### src/rtl/dither_stream_ctrl_pkg.sv
// Shared types and constants for the dither stream controller: pixel width,
// filter modes, framing FSM states and the 4x4 Bayer threshold matrix.
package dither_stream_ctrl_pkg;

    localparam int PX_W = 4;

    typedef enum logic [1:0] {
        BYPASS = 2'd0,
        GRAY   = 2'd1,
        DITHER = 2'd2,
        INVERT = 2'd3
    } mode_e;

    typedef enum logic {
        WAIT_SOF = 1'b0,
        RUN      = 1'b1
    } state_e;

    // Indexed [y mod 4][x mod 4]
    localparam logic [PX_W-1:0] BAYER [4][4] = '{
        '{4'd0,  4'd8,  4'd2,  4'd10},
        '{4'd12, 4'd4,  4'd14, 4'd6 },
        '{4'd3,  4'd11, 4'd1,  4'd9 },
        '{4'd15, 4'd7,  4'd13, 4'd5 }
    };

endpackage

### src/rtl/dither_px_op.sv
// Combinational per-pixel filter: bypass, gray (G copied to all channels),
// ordered dither on G against the Bayer threshold, or channel invert.
module dither_px_op
    import dither_stream_ctrl_pkg::*;
(
    input  mode_e           mode,
    input  logic [1:0]      x,
    input  logic [1:0]      y,
    input  logic [PX_W-1:0] in_r,
    input  logic [PX_W-1:0] in_g,
    input  logic [PX_W-1:0] in_b,
    output logic [PX_W-1:0] out_r,
    output logic [PX_W-1:0] out_g,
    output logic [PX_W-1:0] out_b
);

    logic [PX_W-1:0] thr;
    logic [PX_W-1:0] lvl;

    always_comb begin
        thr   = BAYER[y][x];
        lvl   = (in_g > thr) ? '1 : '0;
        out_r = in_r;
        out_g = in_g;
        out_b = in_b;
        case (mode)
            GRAY: begin
                out_r = in_g;
                out_g = in_g;
                out_b = in_g;
            end
            DITHER: begin
                out_r = lvl;
                out_g = lvl;
                out_b = lvl;
            end
            INVERT: begin
                out_r = ~in_r;
                out_g = ~in_g;
                out_b = ~in_b;
            end
            default: ;
        endcase
    end

endmodule

### src/rtl/dither_stream_ctrl.sv
// Framed RGB444 stream filter with one-cycle registered output, SOF framing FSM
// and SOF-synchronous mode switching. Resync counter enabled by DITHER_STREAM_RESYNC_CNT_EN.
module dither_stream_ctrl
    import dither_stream_ctrl_pkg::*;
#(
    parameter int IMG_W = 320,
    parameter int IMG_H = 240
) (
    input  logic            clk,
    input  logic            reset,
    input  logic            s_valid,
    output logic            s_ready,
    input  logic            s_sof,
    input  logic [PX_W-1:0] s_r,
    input  logic [PX_W-1:0] s_g,
    input  logic [PX_W-1:0] s_b,
    output logic            m_valid,
    input  logic            m_ready,
    output logic            m_sof,
    output logic [PX_W-1:0] m_r,
    output logic [PX_W-1:0] m_g,
    output logic [PX_W-1:0] m_b,
    input  logic [1:0]      mode_req,
    input  logic            mode_req_valid,
    output logic            mode_ack,
    output logic [1:0]      active_mode,
    output logic [9:0]      x_pixel,
    output logic [9:0]      y_pixel,
    output logic [7:0]      resync_cnt
);

    state_e          state_q, state_d;
    logic [9:0]      nx_q, nx_d, ny_q, ny_d;
    logic [9:0]      x_q, x_d, y_q, y_d;
    logic            m_valid_q, m_valid_d, m_sof_q, m_sof_d;
    logic [PX_W-1:0] m_r_q, m_r_d, m_g_q, m_g_d, m_b_q, m_b_d;
    mode_e           mode_q, mode_d, pend_q, pend_d;
    logic            pend_v_q, pend_v_d, ack_q, ack_d;

    logic            accept, in_run, fwd, sof_fwd, last_beat;
    logic [9:0]      bx, by;
    mode_e           op_mode;
    logic [PX_W-1:0] op_r, op_g, op_b;

    assign s_ready   = !m_valid_q || m_ready;
    assign accept    = s_valid && s_ready;
    assign in_run    = (state_q == RUN);
    assign fwd       = accept && (s_sof || in_run);
    assign sof_fwd   = accept && s_sof;
    // An SOF beat always sits at (0,0), whatever the counters say
    assign bx        = s_sof ? '0 : nx_q;
    assign by        = s_sof ? '0 : ny_q;
    assign last_beat = fwd && (bx == 10'(IMG_W - 1)) && (by == 10'(IMG_H - 1));
    // The SOF beat itself already uses the pending mode
    assign op_mode   = (sof_fwd && pend_v_q) ? pend_q : mode_q;

    dither_px_op u_px_op (
        .mode  (op_mode),
        .x     (bx[1:0]),
        .y     (by[1:0]),
        .in_r  (s_r),
        .in_g  (s_g),
        .in_b  (s_b),
        .out_r (op_r),
        .out_g (op_g),
        .out_b (op_b)
    );

    always_comb begin
        state_d   = state_q;
        nx_d      = nx_q;
        ny_d      = ny_q;
        x_d       = x_q;
        y_d       = y_q;
        m_valid_d = m_valid_q;
        m_sof_d   = m_sof_q;
        m_r_d     = m_r_q;
        m_g_d     = m_g_q;
        m_b_d     = m_b_q;
        mode_d    = mode_q;
        pend_d    = pend_q;
        pend_v_d  = pend_v_q;
        ack_d     = 1'b0;

        if (m_ready) m_valid_d = 1'b0;

        if (fwd) begin
            m_valid_d = 1'b1;
            m_sof_d   = s_sof;
            m_r_d     = op_r;
            m_g_d     = op_g;
            m_b_d     = op_b;
            x_d       = bx;
            y_d       = by;
            state_d   = RUN;
            if (bx == 10'(IMG_W - 1)) begin
                nx_d = '0;
                ny_d = by + 10'd1;
            end else begin
                nx_d = bx + 10'd1;
                ny_d = by;
            end
            if (last_beat) begin
                state_d = WAIT_SOF;
                ny_d    = '0;
            end
        end

        if (sof_fwd) begin
            if (pend_v_q) begin
                mode_d = pend_q;
                ack_d  = 1'b1;
            end
            pend_v_d = 1'b0;
        end
        // A request arriving with the SOF beat waits for the following SOF
        if (mode_req_valid) begin
            pend_d   = mode_e'(mode_req);
            pend_v_d = 1'b1;
        end
    end

    always_ff @(posedge clk or posedge reset) begin
        if (reset) begin
            state_q   <= WAIT_SOF;
            nx_q      <= '0;
            ny_q      <= '0;
            x_q       <= '0;
            y_q       <= '0;
            m_valid_q <= 1'b0;
            m_sof_q   <= 1'b0;
            m_r_q     <= '0;
            m_g_q     <= '0;
            m_b_q     <= '0;
            mode_q    <= BYPASS;
            pend_q    <= BYPASS;
            pend_v_q  <= 1'b0;
            ack_q     <= 1'b0;
        end else begin
            state_q   <= state_d;
            nx_q      <= nx_d;
            ny_q      <= ny_d;
            x_q       <= x_d;
            y_q       <= y_d;
            m_valid_q <= m_valid_d;
            m_sof_q   <= m_sof_d;
            m_r_q     <= m_r_d;
            m_g_q     <= m_g_d;
            m_b_q     <= m_b_d;
            mode_q    <= mode_d;
            pend_q    <= pend_d;
            pend_v_q  <= pend_v_d;
            ack_q     <= ack_d;
        end
    end

    assign m_valid     = m_valid_q;
    assign m_sof       = m_sof_q;
    assign m_r         = m_r_q;
    assign m_g         = m_g_q;
    assign m_b         = m_b_q;
    assign mode_ack    = ack_q;
    assign active_mode = mode_q;
    assign x_pixel     = x_q;
    assign y_pixel     = y_q;

`ifdef DITHER_STREAM_RESYNC_CNT_EN
    // gap_q: a frame completed and no beat has been accepted since
    logic       gap_q, gap_d, resync_inc;
    logic [7:0] resync_q, resync_d;

    assign resync_inc = (sof_fwd && in_run) || (accept && !s_sof && !in_run && gap_q);

    always_comb begin
        gap_d    = gap_q;
        resync_d = resync_q;
        if (accept && !in_run) gap_d = 1'b0;
        if (last_beat)         gap_d = 1'b1;
        if (resync_inc && resync_q != 8'hFF) resync_d = resync_q + 8'd1;
    end

    always_ff @(posedge clk or posedge reset) begin
        if (reset) begin
            gap_q    <= 1'b0;
            resync_q <= '0;
        end else begin
            gap_q    <= gap_d;
            resync_q <= resync_d;
        end
    end

    assign resync_cnt = resync_q;
`else
    assign resync_cnt = 8'h00;
`endif

endmodule

### config.mk
export PLATFORM = sky130hd
export DESIGN_NAME = dither_stream_ctrl
export DESIGN_NICKNAME = d
export VERILOG_FILES = /design/src/rtl/dither_stream_ctrl_pkg.sv /design/src/rtl/dither_px_op.sv /design/src/rtl/dither_stream_ctrl.sv
export SDC_FILE = /design/constraint.sdc
export NUM_CORES = 1
export LEC_CHECK = 0
export BUFFER_PORTS_ARGS = -buffer_cell sky130_fd_sc_hd__buf_2
export CORE_MARGIN = 2
export CORE_UTILIZATION = 35
export CTS_CLUSTER_DIAMETER = 150
export DETAILED_ROUTE_END_ITERATION = 10
export HOLD_SLACK_MARGIN = 0.06
export PLACE_DENSITY_LB_ADDON = 0.15
export SLEW_MARGIN = 40
export SYNTH_ARGS = -nofsm -noshare
export SYNTH_HDL_FRONTEND = slang
export SYNTH_SLANG_ARGS = --single-unit
export TNS_END_PERCENT = 5
### constraint.sdc
create_clock -name clk -period 2.5 [get_ports clk]
set_input_delay 0.25 -clock clk [delete_from_list [all_inputs] [get_ports clk]]
set_output_delay 0.25 -clock clk [all_outputs]
set_load 0.03 [all_outputs]
==> Word level (Yosys, flattened, before mapping) <==
Cells that the tools add are included.
{ "totals": {"ff_bits": 61, "input_bits": 20, "out_inout_bits": 46, "elab_cells": 64} }
{ "classes": {"addsub": 2, "n_lt_le_gt_ge": 3, "eq_ne": 5, "muxes": 23, "bitwise": 5, "reduce_logical": 12} }
{ "ops": {"columns": ["op", "n"], "rows": [
  ["$mux 10", 5],
  ["$bmux 16 s2", 1],
  ["$mux 16", 2],
  ["$pmux 4 s3", 2],
  ["$add 10x1->10 const B", 2],
  ["$mux 4", 3],
  ["$not 4->4", 3],
  ["$eq 10x8->1 const B", 1],
  ["$eq 10x9->1 const B", 1],
  ["$bmux 4 s2", 1],
  ["$pmux 4 s2", 1],
  ["$mux 1", 7],
  ["$ge 3x3->1 const B", 2],
  ["$logic_and 1x1->1", 6],
  ["$not 2->3", 2],
  ["$eq 2x2->1 const B", 2],
  ["$gt 4x4->1", 1],
  ["$reduce_bool 2->1", 2],
  ["$eq 2x1->1 const B", 1],
  ["$logic_or 1x1->1", 2],
  ["$mux 2", 1],
  ["$reduce_and 2->1", 1],
  ["$logic_not 1->1", 1]
]} }

==> Logic depth before layout (Yosys ltp) <==
Gate-level depths: netlist (run 1).
{ "depth": {"word_depth": 11, "mapped_depth": 10, "depth_no_buf": 10} }

==> By module <==
Synthesis (run 1) repeated with hierarchy kept, for this count alone.
{ "hier_totals": {"hier_cells": 398, "area_unflattened_um2": 3452.1} }
{ "by_module_without_submodules": {"columns": ["mod", "instances", "cells_per_inst", "area_each_um2", "seq_area_each_um2"], "rows": [
  ["dither_stream_ctrl", 1, 339, 3093.0, 1526.5],
  ["dither_px_op", 1, 59, 359.1, 0.0]
]} }

==> Worst setup path after synthesis (run 1) <==
OpenSTA, ideal clock, no wires.
{ "synth_path": {"path_kind": "input port to flip-flop", "from": "input port s_sof", "to": "register ny_q[5]", "setup_ps": 119, "t_arrival_ps": 2280, "t_required_ps": 2381, "slack_ps": 101, "stages": 10, "path_buffers": 2, "path_cell_list": "clkbuf_1 clkbuf_1 nor2b_1 ha_1 nand4_1 or4_4 nor3_4 o21ai_1 nand2_1 a21bo_1"} }
{ "synth_between": {"elab_chain_cells": 5, "elab_cells_between_ends": 11, "cone_classes": "add/sub: 1; eq/ne: 2; mux: 4; reduce/logical: 4"} }
{ "synth_rtl": {"columns": ["item", "line", "text"], "rows": [
  ["from (decl)", "dither_stream_ctrl.sv:13", "input logic s_sof,"],
  ["$mux 10 (*)", "dither_stream_ctrl.sv:51", "assign bx = s_sof ? '0 : nx_q;"],
  ["named net bx[1]", "dither_stream_ctrl.sv:41", "logic [9:0] bx, by;"],
  ["$eq 10x9->1 (*)", "dither_stream_ctrl.sv:53, dither_stream_ctrl.sv:96", null],
  ["$logic_and 1x1->1 (2 in series)", "dither_stream_ctrl.sv:53", "assign last_beat = fwd && (bx == 10'(IMG_W - 1)) && (by == 10'(IMG_H - 1));"],
  ["$mux 10 (*)", "dither_stream_ctrl.sv:103", "if (last_beat) begin"],
  ["to (signal assigned)", "dither_stream_ctrl.sv:142", "ny_q <= ny_d;"],
  ["to (decl)", "dither_stream_ctrl.sv:33", "logic [9:0] nx_q, nx_d, ny_q, ny_d;"]
]} }
The timed path passes the listed nets; every way through them passes the cells marked *.
A chain may end at the register's enable or synchronous reset.

==> Worst setup path after layout (run 1) <==
{ "layout_path": {"from": "register nx_q[0]", "to": "register ny_q[9]"} }
{ "layout_between": {"elab_chain_cells": 5, "elab_cells_between_ends": 6, "cone_classes": "eq/ne: 1; mux: 3; reduce/logical: 2"} }
{ "layout_rtl": {"columns": ["item", "line", "text"], "rows": [
  ["from (decl)", "dither_stream_ctrl.sv:33", null],
  ["from (signal assigned)", "dither_stream_ctrl.sv:141", "nx_q <= nx_d;"],
  ["$mux 10 (*)", "dither_stream_ctrl.sv:51", null],
  ["named net bx[0]", "dither_stream_ctrl.sv:41", null],
  ["$eq 10x9->1 (*)", "dither_stream_ctrl.sv:53, dither_stream_ctrl.sv:96", null],
  ["$logic_and 1x1->1 (2 in series)", "dither_stream_ctrl.sv:53", null],
  ["$mux 10 (*)", "dither_stream_ctrl.sv:103", null]
]} }
Marks and branches as above.

==> flow_summary.toml, run 1 <==
[outcome]
status = "complete, no violations"

[worst_setup_path]
timing.critical_path.arrival_ps = 2530
max_stage_delay_ps = 550
crit_fanout = 6
worstPathCellList = "nor2b_1, ha_1, nand4_1, or4_4, nor3_4, a21oi_1, o21ai_0, o31ai_1"
critPathTopFamily = "simple AND/OR/NAND/NOR gates"
crit_path_end_kind = "flip-flop"
cp_num_buf_inv = 0
criticalPathCategory = "reg -> reg"
cp-start-kind = "flip-flop"
worstPathRequired_ps = 2720
crit_slowest_cell = "or4_4"

[route]
viasPerCell = 5.116
drtIter0Drc = 140
drt_wl_total_microns = 8651
vias = 3044
wl_per_cell_microns = 14.54
drt_drc_violations_left = 0
drt-pass1-iter-count = 4
final_antenna_net_count = 0

[synthesis]
synth-edff-count = 0
avgSynthCellArea_sq_um = 8.640
ys_seq_area_frac = 0.4507
synth_cell_types = 48
yosysWarnings = 0
async_flop_share = 1.000
postSynthCellCount = 392
synth_area_sq_mm = 0.003387
synth_top_flop_cell = "dfrtp_1"
ys_ff_latch = 61

[sta]
tns_ps = 0
tightest_slew_ps = 655.9
min_period_over_period = 0.9219
setup-violations-final = 0
finalHoldViolCount = 0
skew_ps = 10.42
drv_slew = 0
fmax_mhz = 433.9
rsz0062_at_grt = "false"
whs_ps = 141.8
slew_headroom = 0.5621
fin_crit_ps = 2305

[power]
power_mw = 3.237
ir_drop_mv = 0.4449
leakage_nw = 1.985
power.density_mw_per_mm2 = 783.3

[global_routing]
gr-usage-all-layers = 0.1775
use_met2 = 0.2945
grt_use_met3 = 0.04036
grt_start_max_net_pins = 34
grt-busiest-layer = "met2"
antenna_found_initial = 0
first_global_vias = 2925
met1_usage = 0.2324
grt-ovfl-total = 0
grt_pass1_wl_microns = 14400

[layout]
fin_area_sq_mm = 0.004133
fin_nets = 488
syn2layout_area_growth_pct = 22.02
regArea_sq_mm = 0.001526
drive_gt1_frac = 0.2210
multi_input_area_sq_mm = 0.001724
fillers = 925
num_antenna_cells = 0

[clock_tree]
path_clk_slew_ps = 70
clk_latency_ps = 340
cts_tree = "built"
h-tree-depth = 3
clkSinkCount = 61
postCtsSetupBuffers = 0
cts_inserted_buffers = 9
max-clock-path-buffers = 2
root_buffer = "clkbuf_8"

[placed_design]
gp_congestion = 0.8652
dpl.hpwl_microns = 6207
dpl_cell_area_sq_mm = 0.003900
portBuffers = 57

[floorplan]
start_util = 0.3631
placementRows = 35
core_area_sq_mm = 0.009328
dieArea_sq_mm = 0.01048
die_y_microns = 102.4
die_w_microns = 102.4
io_pins = 66

[job]
cap_violations = 0

[min_path]
hold_path.class = "in -> reg"
-- final timing paths --
| kind | startpoint | end | slack, ps | depth (start not counted) |
|---|---|---|---|---|
| worst max-delay path | nx_q[0]$_DFFE_PP0P_ | ny_q[9]$_DFFE_PP0P_ | 200 | 8 |
| worst min-delay path | mode_req_valid | pend_v_q$_DFFE_PP0P_ | 140 | 2 |
| worst max register to register | nx_q[0]$_DFFE_PP0P_ | ny_q[9]$_DFFE_PP0P_ | 200 | 8 |
| worst min register to register | pend_v_q$_DFFE_PP0P_ | pend_v_q$_DFFE_PP0P_ | 480 | 1 |
| max in group asynchronous | reset | m_g[1]$_DFFE_PP0P_ | 1340 | 4 |
| min in group asynchronous | reset | y_pixel[5]$_DFFE_PP0P_ | 550 | 3 |
-- synthesized netlist by cell type, types with 2 or more instances --
master      n  area, sq um
mux2i_1     9        90.09
a32o_1      2        20.02
nor4_1      3        18.77
xor2_1      2        17.52
clkbuf_1   14        52.55
a2bb2oi_1  12        105.1
nor2_1     25        93.84
a21oi_1    23        115.1
nand4_1     2        12.51
a211oi_1    2        15.01
mux2_2      3        33.78
o41ai_1     2        17.52
nor2b_1     7        43.79
and3_1      7        43.79
a31oi_1     3        18.77
ha_1        6        75.07
buf_4       8        60.06
a22o_1      2        17.52
a211o_1     5        43.79
nand2_1    75        281.5
a22oi_1     2        15.01
dfrtp_1    61         1526
inv_1      11        41.29
o21ai_1     2        10.01
nand3_1    10        50.05
o21ai_0    50        250.2
and2_1      4        25.02
o31ai_1     6        45.04
nand2b_1    3        18.77
nor3b_1     2        15.01
nor3_1      9        45.04
buf_2       2        10.01
buf_1       3        11.26
-- sequential cells by signal, indices dropped and copies added, names as in the netlist --
register and count:
active_mode 2, in_run 1, m_b 4, m_g 4, m_r 4, m_sof 1, m_valid 1, mode_ack 1
nx_q 10, ny_q 10, pend_q 2, pend_v_q 1, x_pixel 10, y_pixel 10
-- kinds of logic (layout without fill, tap and decap cells) --
family	count (synthesis)	after routing	synth area share
compound gates	116	116	0.2150
xor+xnor	2	2	0.005173
fa+ha+maj	6	6	0.02216
buf+inv	38	105	0.05172
mux	12	12	0.03657
flops	61	61	0.4507
simple gates	156	156	0.2176
other cells	1	8	0.001107
-- power by group --
| group | internal (mW) | switching, mW |
|---|---|---|
| clock network | 0.582 | 0.393 |
| registers | 1.14 | 0.109 |
| logic | 0.331 | 0.686 |
-- routing by layer --
metal	part of all wire	up-vias	routed length [microns]
met3	0.042	8	367
met2	0.47	73	4046
met4	0.011	0	94
met1	0.48	1454	4142
li1	-	1509	-
met5	0	-	0
-- cell usage in the layout, fill, tap and decap left out, types with 10 or more instances in the layout --
master and count:
inv_1 10, nand2_1 75, o21ai_0 49, a21oi_1 23
nand3_1 10, clkbuf_8 10, buf_2 57, buf_4 20
dfrtp_1 61, a2bb2oi_1 12, nor2_1 25
-- metrics by stage --
stage,util,setup WS (ps),cells
3_3_place_gp,0.4181,231.0,579
6_report,0.4431,195.3,595
4_1_cts,0.4421,213.6,595
3_5_place_dp,0.4181,236.0,579
5_1_grt,0.4431,48.05,595
2_1_floorplan,-,101.2,399
-- final cells by class --
class | instances | share of cell area
Clock buffer | 11 | 0.03421
Clock inverter | 4 | 0.01756
Inverter | 11 | 0.009991
Multi-Input combinational cell | 300 | 0.4172
Sequential cell | 61 | 0.3694
Tap cell | 129 | 0.03906
Timing Repair Buffer | 79 | 0.1126
-- what timing repair did --
| item | in CTS | in global routing |
|---|---|---|
| hold buffers | 1 | 0 |
| endpoints found under the setup margin | 0 | 1 |
| endpoints found under the hold margin | 28 | 0 |
| resized for setup | 0 | 1 |
Note: power is estimated with default switching activity, not from simulation.
==> run 2: changes to the inputs <==
ABC_AREA = 1   (was not set)
TNS_END_PERCENT = 20   (was 5)
==> run 2 against run 1 <==
Net effect: hold slack worse by 39 ps; largest power group unchanged; sequential cell count unchanged; first-iteration DRC count down 30%; synthesized area up 2.0%; maximum frequency up 15%; sequential power down 4%.
==> flow_summary.toml, run 2 <==
[sta]
min_period_over_period = 0.8046
drv_slew = 0
setup_ws_ps = 488.4
fin_crit_ps = 2012
rsz0062_at_grt = "false"
tightest_slew_ps = 582.6
slew_headroom = 0.6116
setup-violations-final = 0
fmax_mhz = 497.1
skew_ps = 10.43
finalHoldViolCount = 0
tns_ps = 0

[layout]
final_util = 0.4231
final_common_cell = "nand2_1"
syn2layout_area_growth_pct = 18.66
num_antenna_cells = 0
layout_common_cells = "nand2_1, dfrtp_1, buf_2, inv_1, o21ai_0"
drive_gt1_frac = 0.1978
fin_nets = 557

[synthesis]
netlist_top_cells_count = "nand2_1, dfrtp_1, inv_1"
synth_most_common_cell = "nand2_1"
netlist_top_cells_area = "dfrtp_1, nand2_1, inv_1, o21ai_0, nand3_1"
synth_area_sq_mm = 0.003453
async_flop_share = 1.000
postSynthCellCount = 468
avgSynthCellArea_sq_um = 7.379
yosysWarnings = 0
yosysTopAreaCell = "dfrtp_1"
ys_seq_area_frac = 0.4420
ys_ff_latch = 61
synth_cell_types = 33
yosys.area.top_type_share = 0.4420
synth_top_flop_cell = "dfrtp_1"
synth-edff-count = 0

[floorplan]
placementRows = 36
dieArea_sq_mm = 0.01068
core_area_sq_mm = 0.009684
die_w_microns = 103.3
die_y_microns = 103.3
io_pins = 66
start_util = 0.3566

[global_routing]
antenna_found_initial = 0
gr-usage-all-layers = 0.1699
first_global_vias = 2902
grt_start_max_net_pins = 62
grt-ovfl-total = 0
grt_pass1_wl_microns = 13810

[job]
cap_violations = 0

[route]
drt_drc_violations_left = 0
wl_per_cell_microns = 12.03
final_antenna_net_count = 0
viasPerCell = 4.498
drt_wl_total_microns = 8045
vias = 3009
drt-pass1-iter-count = 4
drtIter0Drc = 98

[clock_tree]
root_buffer = "clkbuf_8"
h-tree-depth = 3
clkSinkCount = 61
cts_inserted_buffers = 9
clk_latency_ps = 350
cts-resized-gates = 0
cts_tree = "built"
path_clk_slew_ps = 70
max-clock-path-buffers = 2

[placed_design]
dpl.hpwl_microns = 5685
pre_cts_ws_ps = 389.2
gp_congestion = 0.8349
portBuffers = 57

[min_path]
min_from = "mode_req[0]"
hold_path_end = "pend_q[0]$_DFFE_PP0P_"
whs_path_depth = 3
hold_path.class = "in -> reg"

[power]
power.density_mw_per_mm2 = 725.5
ir_drop_mv = 0.5113
leakage_nw = 2.124

[worst_setup_path]
crit_path_end_kind = "flip-flop"
rr_startpoint = "nx_q[1]$_DFFE_PP0P_"
rrSetupSlack_ps = 490
timing.critical_path.arrival_ps = 2240
criticalPathCategory = "reg -> reg"
reg2reg_depth = 10
crit_fanout = 11
rr_endpoint = "ny_q[3]$_DFFE_PP0P_"
worstPathRequired_ps = 2730
cp-start-kind = "flip-flop"

[outcome]
status = "complete, no violations"
## run 2: changes by cell type in the layout (fill, tap and decap cells not counted), moves of 7 or more
cell / before / now
a2bb2oi_1: 12 / 0
inv_1: 10 / 53
and3_1: 7 / 0
a21oi_1: 23 / 5
nor2b_1: 7 / 0
mux2i_1: 9 / 0
o21ai_1: 2 / 11
nand2_1: 75 / 168
nor2_2: 1 / 9
nand3_1: 10 / 23
o21ai_0: 49 / 35
buf_4: 20 / 7
## run 2: final cells by class
cell class / instances / area (sq um)
inverter: 58 / 220.2
sequential: 61 / 1526
clock inverter: 3 / 42.54
multi-input combinational: 335 / 1605
clock buffer: 13 / 168.9
fill: 1013 / 5587
tap: 133 / 166.4
timing repair buffer: 66 / 367.9
## run 2: logic make-up after synthesis
family	share of synthesized area
AND/OR/NAND/NOR	0.3080
flip-flops	0.4420
buffers and inverters	0.1029
adder cells (fa/ha/maj)	0.02174
AO/OA/AOI/OAI	0.09891
XOR/XNOR	0.02536
other	0.001086
## run 2: critical path, cell delays in order, from the launching register on
cell and delay, ps:
dfrtp_1 410, inv_1 80, nor2_1 60, ha_1 250, nand3_1 110, nor2_2 60, nand3_1 90, buf_4 210
clkinv_1 270, o21ai_0 260, o21ai_1 80
## run 2: worst max path at each step
stage                        start             endpoint  slack (ps)  depth (start not counted)
6_report       nx_q[1]$_DFFE_PP0P_  ny_q[3]$_DFFE_PP0P_         490                         10
5_1_grt        ny_q[1]$_DFFE_PP0P_   m_g[0]$_DFFE_PP0P_         180                         14
4_1_cts        nx_q[1]$_DFFE_PP0P_  ny_q[1]$_DFFE_PP0P_         470                          9
3_5_place_dp                 s_sof  ny_q[3]$_DFFE_PP0P_         390                         10
3_3_place_gp                 s_sof  ny_q[3]$_DFFE_PP0P_         410                         10
2_1_floorplan                s_sof   m_g[0]$_DFFE_PP0P_         520                         15
## run 2: layer usage
metal | wire length, microns | vias to the layer above | global-route usage
li1 | - | 1574 | -
met1 | 3956 | 1363 | 0.2209
met2 | 3544 | 64 | 0.2697
met3 | 397 | 8 | 0.04234
met4 | 146 | 0 | 0.07287
met5 | 0 | - | 0
## run 2: report_power, final
group | total [mW] | internal, mW | switching [mW]
combinational | 0.834 | 0.242 | 0.593
clock | 0.937 | 0.541 | 0.396
sequential | 1.20 | 1.12 | 0.0852
## run 2: metrics by stage
stage / power (mW) / area, sq um / hold slack, ps / instances
final: 2.973 / 4098 / 102.9 / 669
after global routing: 3.164 / 4098 / 153.6 / 669
after CTS: 3.014 / 4098 / 97.12 / 669
after detailed placement: 2.063 / 3876 / 346.6 / 652
after global placement: 2.061 / 3876 / 344.6 / 652
after floorplan: 1.826 / 3480 / 357.3 / 475
## run 2: what timing repair did
item,4_1_cts,5_1_grt
hold buffers,1,0
hold endpoints to repair,61,0
buffers inserted,0,0
==> run 3: changes to the inputs <==
clock period = 1.8 ns   (was 2.5 ns; I/O delays follow)
==> run 3 against run 2 <==
Net effect: the flow now finishes with violations (negative setup slack); critical endpoint is now m_r[0]$_DFFE_PP0P_; die area unchanged; final area up 6.7%; via count up 5.7%; power up 36%; clock-buffer cell count down 1; first-iteration DRC count up 9.2%; combinational power up 57%; routed wire length up 4.9%; clock power up 14%; sequential power up 38%; final cell count up 4.3%.
==> flow_summary.toml, run 3 (same netlist as run 2, synthesis figures left out) <==
[min_path]
whs_path_depth = 2
hold_path.class = "in -> reg"
min_from = "mode_req_valid"
hold_path_end = "pend_q[0]$_DFFE_PP0P_"

[worst_setup_path]
cp_num_buf_inv = 2
crit_path_end_kind = "flip-flop"
worstPathCellList = "buf_4, nor2_1, a21oi_1, ha_1, inv_1, o21bai_1, nand2_1, a21oi_2, nand2_2, nand2_2, nand2_2, nand2_1, nand2_1, nand2_1"
rr_endpoint = "m_r[0]$_DFFE_PP0P_"
reg2reg_depth = 14
rrSetupSlack_ps = -60
rr_startpoint = "nx_q[1]$_DFFE_PP0P_"
timing.critical_path.arrival_ps = 2130
max_stage_delay_ps = 390
worstPathRequired_ps = 2070
crit_slowest_cell = "dfrtp_1"
cp-start-kind = "flip-flop"
cpMostUsedCell = "nand2_1"
criticalPathCategory = "reg -> reg"
critPathTopFamily = "simple AND/OR/NAND/NOR gates"
crit_fanout = 3

[floorplan]
io_pins = 66
core_area_sq_mm = 0.009684
die_y_microns = 103.3
placementRows = 36
die_w_microns = 103.3
dieArea_sq_mm = 0.01068
start_util = 0.3566

[job]
cap_violations = 0

[route]
drtIter0Drc = 107
final_antenna_net_count = 0
drt_drc_violations_left = 0
vias = 3180
viasPerCell = 4.556
wl_per_cell_microns = 12.09
drt-pass1-iter-count = 6
drt_wl_total_microns = 8440

[sta]
min_period_over_period = 1.034
setup_ws_ps = -61.13
whs_ps = 104.1
finalHoldViolCount = 0
fin_crit_ps = 1861
skew_ps = 11.18
setup-violations-final = 12
fmax_mhz = 537.3
rsz0062_at_grt = "true"
tns_ps = -474.8
drv_slew = 0

[layout]
fin_area_sq_mm = 0.004373
final_common_cell = "nand2_1"
layout_common_cells = "nand2_1, dfrtp_1, buf_2, inv_1"
drive_gt1_frac = 0.2673
syn2layout_area_growth_pct = 26.63
multi_input_area_sq_mm = 0.001663
regArea_sq_mm = 0.001526
fin_nets = 588
num_antenna_cells = 0
stdcell_count = 698
fillers = 1040

[clock_tree]
root_buffer = "clkbuf_8"
clk_latency_ps = 330
cts_inserted_buffers = 9
path_clk_slew_ps = 70
h-tree-depth = 3
cts_tree = "built"
max-clock-path-buffers = 2
clkSinkCount = 61

[power]
ir_drop_mv = 0.6171
leakage_nw = 2.277
power.density_mw_per_mm2 = 923.4

[placed_design]
gp_congestion = 0.8152
dp.cells = 679
dpl_cell_area_sq_mm = 0.004116
portBuffers = 57
dpl.hpwl_microns = 6041

[global_routing]
first_global_vias = 3147
antenna_found_initial = 0
grt-ovfl-total = 0
gr-usage-all-layers = 0.1743
grt_start_max_net_pins = 62
grt_pass1_wl_microns = 14460

[outcome]
violations = "negative setup slack"
status = "complete, but fails checks"
[run 3: changes by cell type in the layout (fill, tap and decap cells not counted), sizes merged]
cell / delta
buf: +29
clkbuf: -1
clkinvlp: -1
clkinv: +1
bufinv: -1
dlygate4sd3: +2
[run 3: power breakdown]
part | switching, mW | internal (mW)
registers | 0.108 | 1.55
logic | 0.879 | 0.431
clock network | 0.514 | 0.556
total | 1.50 | 2.54
[run 3: routing by layer]
metal | track usage | vias to the layer above | wire, microns
li1 | - | 1644 | -
met1 | 0.2284 | 1452 | 4070
met2 | 0.2812 | 77 | 3870
met3 | 0.04839 | 7 | 403
met4 | 0.05466 | 0 | 97
met5 | 0 | - | 0
[run 3: what timing repair did]
action | in CTS | in global routing
gates resized for setup | 9 | 10
buffers inserted | 1 | 1
hold endpoints to repair | 63 | 0
pin swaps | 5 | 13
endpoints found under the setup margin | 23 | 29
hold buffers | 3 | 0
[run 3: worst max-delay path by stage]
stage | from | to | slack (ps) | depth (start not counted)
final | nx_q[1]$_DFFE_PP0P_ | m_r[0]$_DFFE_PP0P_ | -60 | 14
after global routing | ny_q[1]$_DFFE_PP0P_ | m_r[1]$_DFFE_PP0P_ | -210 | 16
after floorplan | s_sof | m_g[0]$_DFFE_PP0P_ | 0.6 | 15
after CTS | nx_q[1]$_DFFE_PP0P_ | m_b[2]$_DFFE_PP0P_ | -90 | 14
after global placement | ny_q[0]$_DFFE_PP0P_ | m_g[3]$_DFFE_PP0P_ | -120 | 14
after detailed placement | nx_q[1]$_DFFE_PP0P_ | m_g[2]$_DFFE_PP0P_ | -130 | 12
[run 3: final cells by class]
type | count | share of cell area
Inverter | 58 | 0.05064
Timing Repair Buffer | 97 | 0.1442
Multi-Input combinational cell | 335 | 0.3803
Sequential cell | 61 | 0.3491
Tap cell | 133 | 0.03805
Clock inverter | 2 | 0.002289
Clock buffer | 12 | 0.03548
[run 3: stage by stage]
| step | worst slack [ps] | power (mW) | utilization |
|---|---|---|---|
| 5_1_grt | -214.6 | 4.315 | 0.4516 |
| 3_3_place_gp | -122.4 | 2.939 | 0.4251 |
| 6_report | -61.13 | 4.038 | 0.4516 |
| 4_1_cts | -92.14 | 4.101 | 0.4482 |
| 2_1_floorplan | 0.6207 | 2.543 | - |
| 3_5_place_dp | -134.8 | 2.944 | 0.4251 |
